==> src/rtl/timer_multimode.sv <==
// rtl/timer_multimode.sv - multimode prescaled timer with snapshot output
module timer_multimode #(
   parameter int WIDTH = 16,
   parameter int PRESC = 1
) (
   input  logic             clk,
   input  logic             rst,
   input  logic             t_start,
   input  logic             t_clr,
   input  logic [1:0]       t_mode,
   input  logic [WIDTH-1:0] t_limit,
   input  logic             t_en,
   output logic             t_valid,
   output logic [WIDTH-1:0] t_out,
   output logic             t_wrap
);

   localparam int            PW       = (PRESC > 1) ? $clog2(PRESC) : 1;
   localparam logic [PW-1:0] PSC_LAST = PW'(PRESC - 1);

   localparam logic [1:0] M_FREE     = 2'b00;
   localparam logic [1:0] M_RELOAD   = 2'b01;
   localparam logic [1:0] M_ONESHOT  = 2'b10;
   localparam logic [1:0] M_PERIODIC = 2'b11;

   typedef enum logic [1:0] {
      S_IDLE = 2'b00,
      S_RUN  = 2'b01,
      S_DONE = 2'b10
   } state_t;

   state_t           state_q, state_d;
   logic [WIDTH-1:0] cnt_q, cnt_d;
   logic [PW-1:0]    psc_q, psc_d;
   logic [1:0]       mode_q, mode_d;
   logic             wrap_d;
   logic [WIDTH-1:0] cnt_inc;

   assign cnt_inc = cnt_q + WIDTH'(1);

   // State register: the only place the FSM state changes.
   always_ff @(posedge clk or posedge rst) begin
      if (rst) begin
         state_q <= S_IDLE;
      end else begin
         state_q <= state_d;
      end
   end

   // Next state and counter update; clear wins over start, start only counts outside RUN.
   always_comb begin
      state_d = state_q;
      cnt_d   = cnt_q;
      psc_d   = psc_q;
      mode_d  = mode_q;
      wrap_d  = 1'b0;
      if (t_clr) begin
         state_d = S_IDLE;
         cnt_d   = '0;
         psc_d   = '0;
      end else begin
         case (state_q)
            S_IDLE, S_DONE: begin
               if (t_start) begin
                  state_d = S_RUN;
                  mode_d  = t_mode;
                  cnt_d   = (t_mode == M_RELOAD) ? t_limit : '0;
                  psc_d   = '0;
               end
            end
            S_RUN: begin
               if (psc_q == PSC_LAST) begin
                  psc_d = '0;
                  case (mode_q)
                     M_FREE: begin
                        cnt_d  = cnt_inc;
                        wrap_d = (cnt_q == {WIDTH{1'b1}});
                     end
                     M_RELOAD: begin
                        if (cnt_q == '0) begin
                           cnt_d  = t_limit;
                           wrap_d = 1'b1;
                        end else begin
                           cnt_d = cnt_q - WIDTH'(1);
                        end
                     end
                     M_ONESHOT: begin
                        // A limit already passed (e.g. lowered live) terminates at once.
                        if ((cnt_q >= t_limit) || (cnt_inc == t_limit)) begin
                           cnt_d   = t_limit;
                           state_d = S_DONE;
                           wrap_d  = 1'b1;
                        end else begin
                           cnt_d = cnt_inc;
                        end
                     end
                     M_PERIODIC: begin
                        if (cnt_q >= t_limit) begin
                           cnt_d  = '0;
                           wrap_d = 1'b1;
                        end else begin
                           cnt_d = cnt_inc;
                        end
                     end
                     default: cnt_d = cnt_q;
                  endcase
               end else begin
                  psc_d = psc_q + PW'(1);
               end
            end
            default: state_d = S_IDLE;
         endcase
      end
   end

   // Datapath registers plus snapshot and wrap strobes; snapshot takes the pre-update count.
   always_ff @(posedge clk or posedge rst) begin
      if (rst) begin
         cnt_q   <= '0;
         psc_q   <= '0;
         mode_q  <= M_FREE;
         t_out   <= '0;
         t_valid <= 1'b0;
         t_wrap  <= 1'b0;
      end else begin
         cnt_q   <= cnt_d;
         psc_q   <= psc_d;
         mode_q  <= mode_d;
         t_wrap  <= wrap_d;
         t_valid <= t_en;
         if (t_en) begin
            t_out <= cnt_q;
         end
      end
   end

endmodule
==> config.mk <==
export PLATFORM = sky130hd
export DESIGN_NAME = timer_multimode
export DESIGN_NICKNAME = d
export VERILOG_FILES = /design/src/rtl/timer_multimode.sv
export SDC_FILE = /design/constraint.sdc
export NUM_CORES = 1
export LEC_CHECK = 0
export ABC_CLOCK_PERIOD_IN_PS = 2500
export CAP_MARGIN = 15
export CORE_ASPECT_RATIO = 2
export CORE_MARGIN = 5
export CORE_UTILIZATION = 53
export CTS_CLUSTER_SIZE = 25
export DETAILED_ROUTE_END_ITERATION = 7
export PLACE_DENSITY = 0.83
export SYNTH_ARGS = -nofsm -noshare
export SYNTH_HDL_FRONTEND = slang
export SYNTH_SLANG_ARGS = --single-unit
==> constraint.sdc <==
create_clock -name clk -period 2.5 [get_ports clk]
set_input_delay 0.625 -clock clk [delete_from_list [all_inputs] [get_ports clk]]
set_output_delay 0.625 -clock clk [all_outputs]
set_load 0.1 [all_outputs]
# Word level (Yosys, flattened, before mapping)
# Index checks and enable logic that the tools add are counted.
[classes]
n_addsub = 3
order_cmp = 1
n_eq_ne = 12
n_mux = 26
bitwise = 1
reduce_logical = 10
[ops]
columns = ["op", "count"]
rows = [
  ["16-bit two-way mux", 7],
  ["16-bit one-hot mux with 4 select lines", 1],
  ["16-bit one-hot mux with 2 select lines", 1],
  ["16-bit by 1-bit adder with 16-bit output, second input constant", 1],
  ["16-bit equality test", 1],
  ["16-bit equality test, second input constant", 1],
  ["16-bit >= comparator", 1],
  ["16-bit logical NOT", 1],
  ["16-bit by 1-bit subtractor with 16-bit output, second input constant", 1],
  ["2-bit two-way mux", 5],
  ["1-bit two-way mux", 9],
  ["3-bit inequality test, second input constant", 3],
  ["2-bit by 1-bit equality test with 1-bit output, second input constant", 3],
  ["2-bit equality test, second input constant", 3],
  ["3-bit AND reduction", 2],
  ["2-bit logical NOT", 2],
  ["1-bit one-hot mux with 4 select lines", 1],
  ["2-bit one-hot mux with 2 select lines", 1],
  ["4-bit AND reduction", 1],
  ["3-bit by 2-bit inequality test with 1-bit output, second input constant", 1],
  ["3-bit nonzero test", 1],
  ["1-bit one-hot mux with 2 select lines", 1],
  ["2-bit AND reduction", 1],
  ["2-bit OR reduction", 1],
  ["3 further kinds", 3],
]
[word_totals]
reg_bits = 39
out_inout_bits = 18

# Longest topological paths before layout
[logic_depth]
depth_word = 8
ltp_mapped = 12
depth_no_buf = 10

# Worst setup path after synthesis
# No wires, ideal clock.
[synth_path]
kind = "input port to flip-flop"
start = "input t_limit[9]"
end = "register cnt_q[5]"
setup_ps = 64
t_arrival_ps = 2747
required_time_ps = 2436
slack_ps = -310
path_stages = 11
n_path_buf = 1
cell_sequence = "clkbuf_1 inv_1 ha_1 a21o_1 nand3_1 a21oi_1 a211oi_2 nand2_1 a211o_1 o21ai_0 a21o_1"
[synth_via]
elab_chain_cells = 7
[synth_rtl]
columns = ["element", "line", "source"]
rows = [
  ["start, declared", "11", "input logic [WIDTH-1:0] t_limit,"],
  ["16-bit >= comparator or 16-bit equality test (tied branches)", "89, 98", ""],
  ["1-bit logical OR", "89", "if ((cnt_q >= t_limit) || (cnt_inc == t_limit)) begin"],
  ["16-bit two-way mux", "89", ""],
  ["16-bit one-hot mux with 4 select lines *", "74", "case (mode_q)"],
  ["16-bit two-way mux *", "72", "if (psc_q == PSC_LAST) begin"],
  ["16-bit one-hot mux with 2 select lines *", "62", "case (state_q)"],
  ["16-bit two-way mux *", "57", "if (t_clr) begin"],
  ["end signal, assigned", "126", "cnt_q <= cnt_d;"],
  ["end, declared", "33", "logic [WIDTH-1:0] cnt_q, cnt_d;"],
]
# Mark *: on every way between the ends. The rest lies on a longest branch, timed or not. The select of a mux whose other input is x is not followed.
# A chain may end at the register's enable or synchronous reset.

# Worst setup path in the final report
[layout_path]
start = "register cnt_q[1]"
end = "register t_wrap"
[layout_via]
elab_chain_cells = 8
[layout_rtl]
columns = ["element", "line", "source"]
rows = [
  ["16-bit by 1-bit adder with 16-bit output", "39", "assign cnt_inc = cnt_q + WIDTH'(1);"],
  ["16-bit equality test", "89", ""],
  ["1-bit logical OR", "89", ""],
  ["1-bit two-way mux", "89", ""],
  ["1-bit one-hot mux with 4 select lines *", "74", ""],
  ["1-bit two-way mux *", "72", ""],
  ["1-bit two-way mux *", "62", ""],
  ["1-bit two-way mux *", "57", ""],
  ["net wrap_d", "36", "logic wrap_d;"],
  ["end signal, assigned", "129", "t_wrap <= wrap_d;"],
  ["end, declared", "15", "output logic t_wrap"],
]
# The timed path passes the listed nets; every way through them passes the cells marked *.

==> impl_results.md <==
- Nets: 731
- Largest net degree at the start of global routing: 39
- Unrepaired setup endpoints after global routing: yes
- Critical Path, Cell by Cell: buf_6 -> nand4_4 -> or4_4 -> nand2_4 -> o2111ai_4 -> or4_4 -> o21ai_4 -> nor2_2 -> a2111oi_2
- Fraction of layout cells with a size suffix above 1: 0.509
- Area leader, netlist: dfrtp_1
- Setup ws final: -659 ps
- Post-synth top area share: 0.242
- CP peak stage delay: 610 ps
- Full die area: 9340 um^2
- Slew @ Worst Pin: around 740 ps
- Failing checks: design-rule violations, negative setup slack
- Num CTS Buffers: 5
- IO Pins: 41
- Initial antenna violation count: 0
- Mean Syn Cell Area: 8.03 um^2
- Post-synth EDFFs: 0
- Fin cells: 781
- Pwr/cell area: 665 nW/um^2
- ANT cells: 0
- CTS clk-pin slew, worst paths: 80 ps
- FF+latch count, synth: 38
- Final ANT Viol Nets: 0
- Worst skew pair latency: ~300 ps
- Met2 Usage GRT: 0.750
- Cell area after synthesis: 3930 um^2
- Drt pass-1 iters: 8
- Worst path slowest cell: or4_4
- Placement Setup Slack: -1200 ps
- Sequential area share after synthesis: 0.242
- Final hold viol count: 0
- Setup crit start kind: register
- Ys Warns: 0
- Count leader, synth: nor2_1
- Stages on the worst setup path: 9
- Gr ovfl total: 0
- Max-cap viol count: 0
- Dpl cells: ~740
- DRC: 38
- Slew margin rel.: 0.508
- CP Max Fanout: 5
- CTS root buf: clkbuf_16
- P_leak: 0.00304 uW
- Max clock buf depth: 2
- Via Count: slightly below 6000
- H-tree depth: 2
- Area Growth Syn to Fin: 69.9%
- Final WL: 23500 um
- Vias per cell: 7.39
- IO Port Bufs: 40
- WP data arrival: 3340 ps
- DR iter-0 viols: 1159
- Worst R2R Path Depth: 9
- CP Buf/Inv Count: 1
- Total track usage: 0.448
- Synth unique cells: 74
- Status: finished with violations
- F_max: 317 MHz
- Ys flop type: dfrtp_1
- Final Max Tran Viols: 0
- CP required: 2680 ps
- Largest cells by area after synthesis: dfrtp_1, ha_1, mux2_2
- Hold depth: 1
- GRT met3 Usage: 0.0962
- Die H: 132 um
- Drt wl/cell: 30.1 um
- Chip width: 70.9 um
- Top cells by count, synth: nor2_1, dfrtp_1, nand2_1
- Hold Crit Class: reg -> reg
- Syn Inst Count: 489
- HPWL after DPL: 13900 um
- Crit-path most repeated cell: or4_4
- Core ar.: 7270 um^2
- Delay-heaviest family, CP: simple AND/OR/NAND/NOR gates
- Critical path endpoint category: register
- Final setup violating endpoints: 19
- Std cell rows: 44
- Clk sinks: 38
- VDD IR max: 704 uV
- WS Path Type: reg -> reg
- TritonCTS clock tree: yes
- Vias in the first global route: 5675
- Initial Util: 0.541
- Ys async rst share: 1.00
- Clk_skew: 15.3 ps
- Net Count, Synth: 531
- First-pass GRT wire length: 31900 um
- Met1 GRT Util: 0.468
- Fin crit share: 1.26
- Gpl congestion: just over 1
- Tmin final: about 3200 ps
- Post-CTS Hold Fix Bufs: 0
- GRT busiest layer: met2
## cell usage in the layout (no fill, tap or decap), types with 10 or more instances in the layout
cell type / instances
buf_4: 174
nor2_1: 36
nand2_1: 33
dfrtp_1: 31
buf_6: 29
a21oi_1: 23
mux2_2: 18
inv_1: 18
o21ai_0: 18
xnor2_1: 16
dlygate4sd2_1: 14
nor3_1: 13
ha_4: 11
xor2_1: 10
nand3_1: 10
a22oi_1: 10
## layer usage
layer / vias to the layer above / share of wire / routed length [um]
li1: 2227 / - / -
met1: 2639 / 0.30 / 7000
met2: 618 / 0.46 / 10800
met3: 286 / 0.12 / 2850
met4: 0 / 0.12 / 2870
met5: - / 0 / 0
## registers in the layout (all words and copies together), names as in the netlist
register  flops
cnt_q        16
mode_q        2
t_valid       1
state_q       2
t_out        16
t_wrap        1
## repair_timing
item	CTS	global route
resized for setup	130	48
buffers inserted	23	9
hold endpoints to repair	0	0
setup endpoints to repair	19	19
pin swaps	35	22
## path summary, 6_finish.rpt
check | start | end | slack, ps
max in group asynchronous | rst | cnt_q[14] | 1240
hold reg to reg | t_out[5] | t_out[5] | 510
hold / removal | t_out[5] | t_out[5] | 510
min in group asynchronous | rst | cnt_q[0] | 810
setup reg to reg | cnt_q[1] | t_wrap | -660
setup / recovery | cnt_q[1] | t_wrap | -660
## cell type report
type | instances | area [um^2]
Clock inverter | 1 | 7.51
Multi-Input combinational cell | 387 | 3440
Inverter | 28 | 113
Timing Repair Buffer | 229 | 1910
Tap cell | 92 | 115
Fill cell | 285 | 593
Clock buffer | 6 | 129
Sequential cell | 38 | 960
## metrics by stage
stage / total power [uW] / hold slack, ps / TNS [ps] / util / cell area [um^2]
after detailed placement: 3150 / 498 / -16600 / 0.766 / 5560
final: 4440 / 511 / -8370 / 0.918 / 6670
after floorplan: 2150 / 555 / -119 / - / 4050
after global placement: 3080 / 492 / -14900 / 0.766 / 5560
after CTS: 4000 / 512 / -4650 / 0.878 / 6380
after global routing: 4530 / 548 / -8840 / 0.918 / 6670
## cells by family after synthesis
| kind of cell | share of synthesized area |
|---|---|
| adder cells (fa/ha/maj) | 0.0631 |
| AND/OR/NAND/NOR | 0.221 |
| buffers and inverters | 0.0682 |
| XOR/XNOR | 0.0892 |
| flip-flops | 0.242 |
| AO/OA/AOI/OAI | 0.260 |
| multiplexers | 0.0570 |
## power breakdown
| group | internal (uW) | switching, uW | leakage [uW] |
|---|---|---|---|
| combinational | 1140 | 1820 | 0.00247 |
| sequential | 693 | 122 | 0.000504 |
| clock | 366 | 303 | 0.0000629 |
| total | 2200 | 2240 | 0.00304 |
Power figures use the tool's default switching activity.
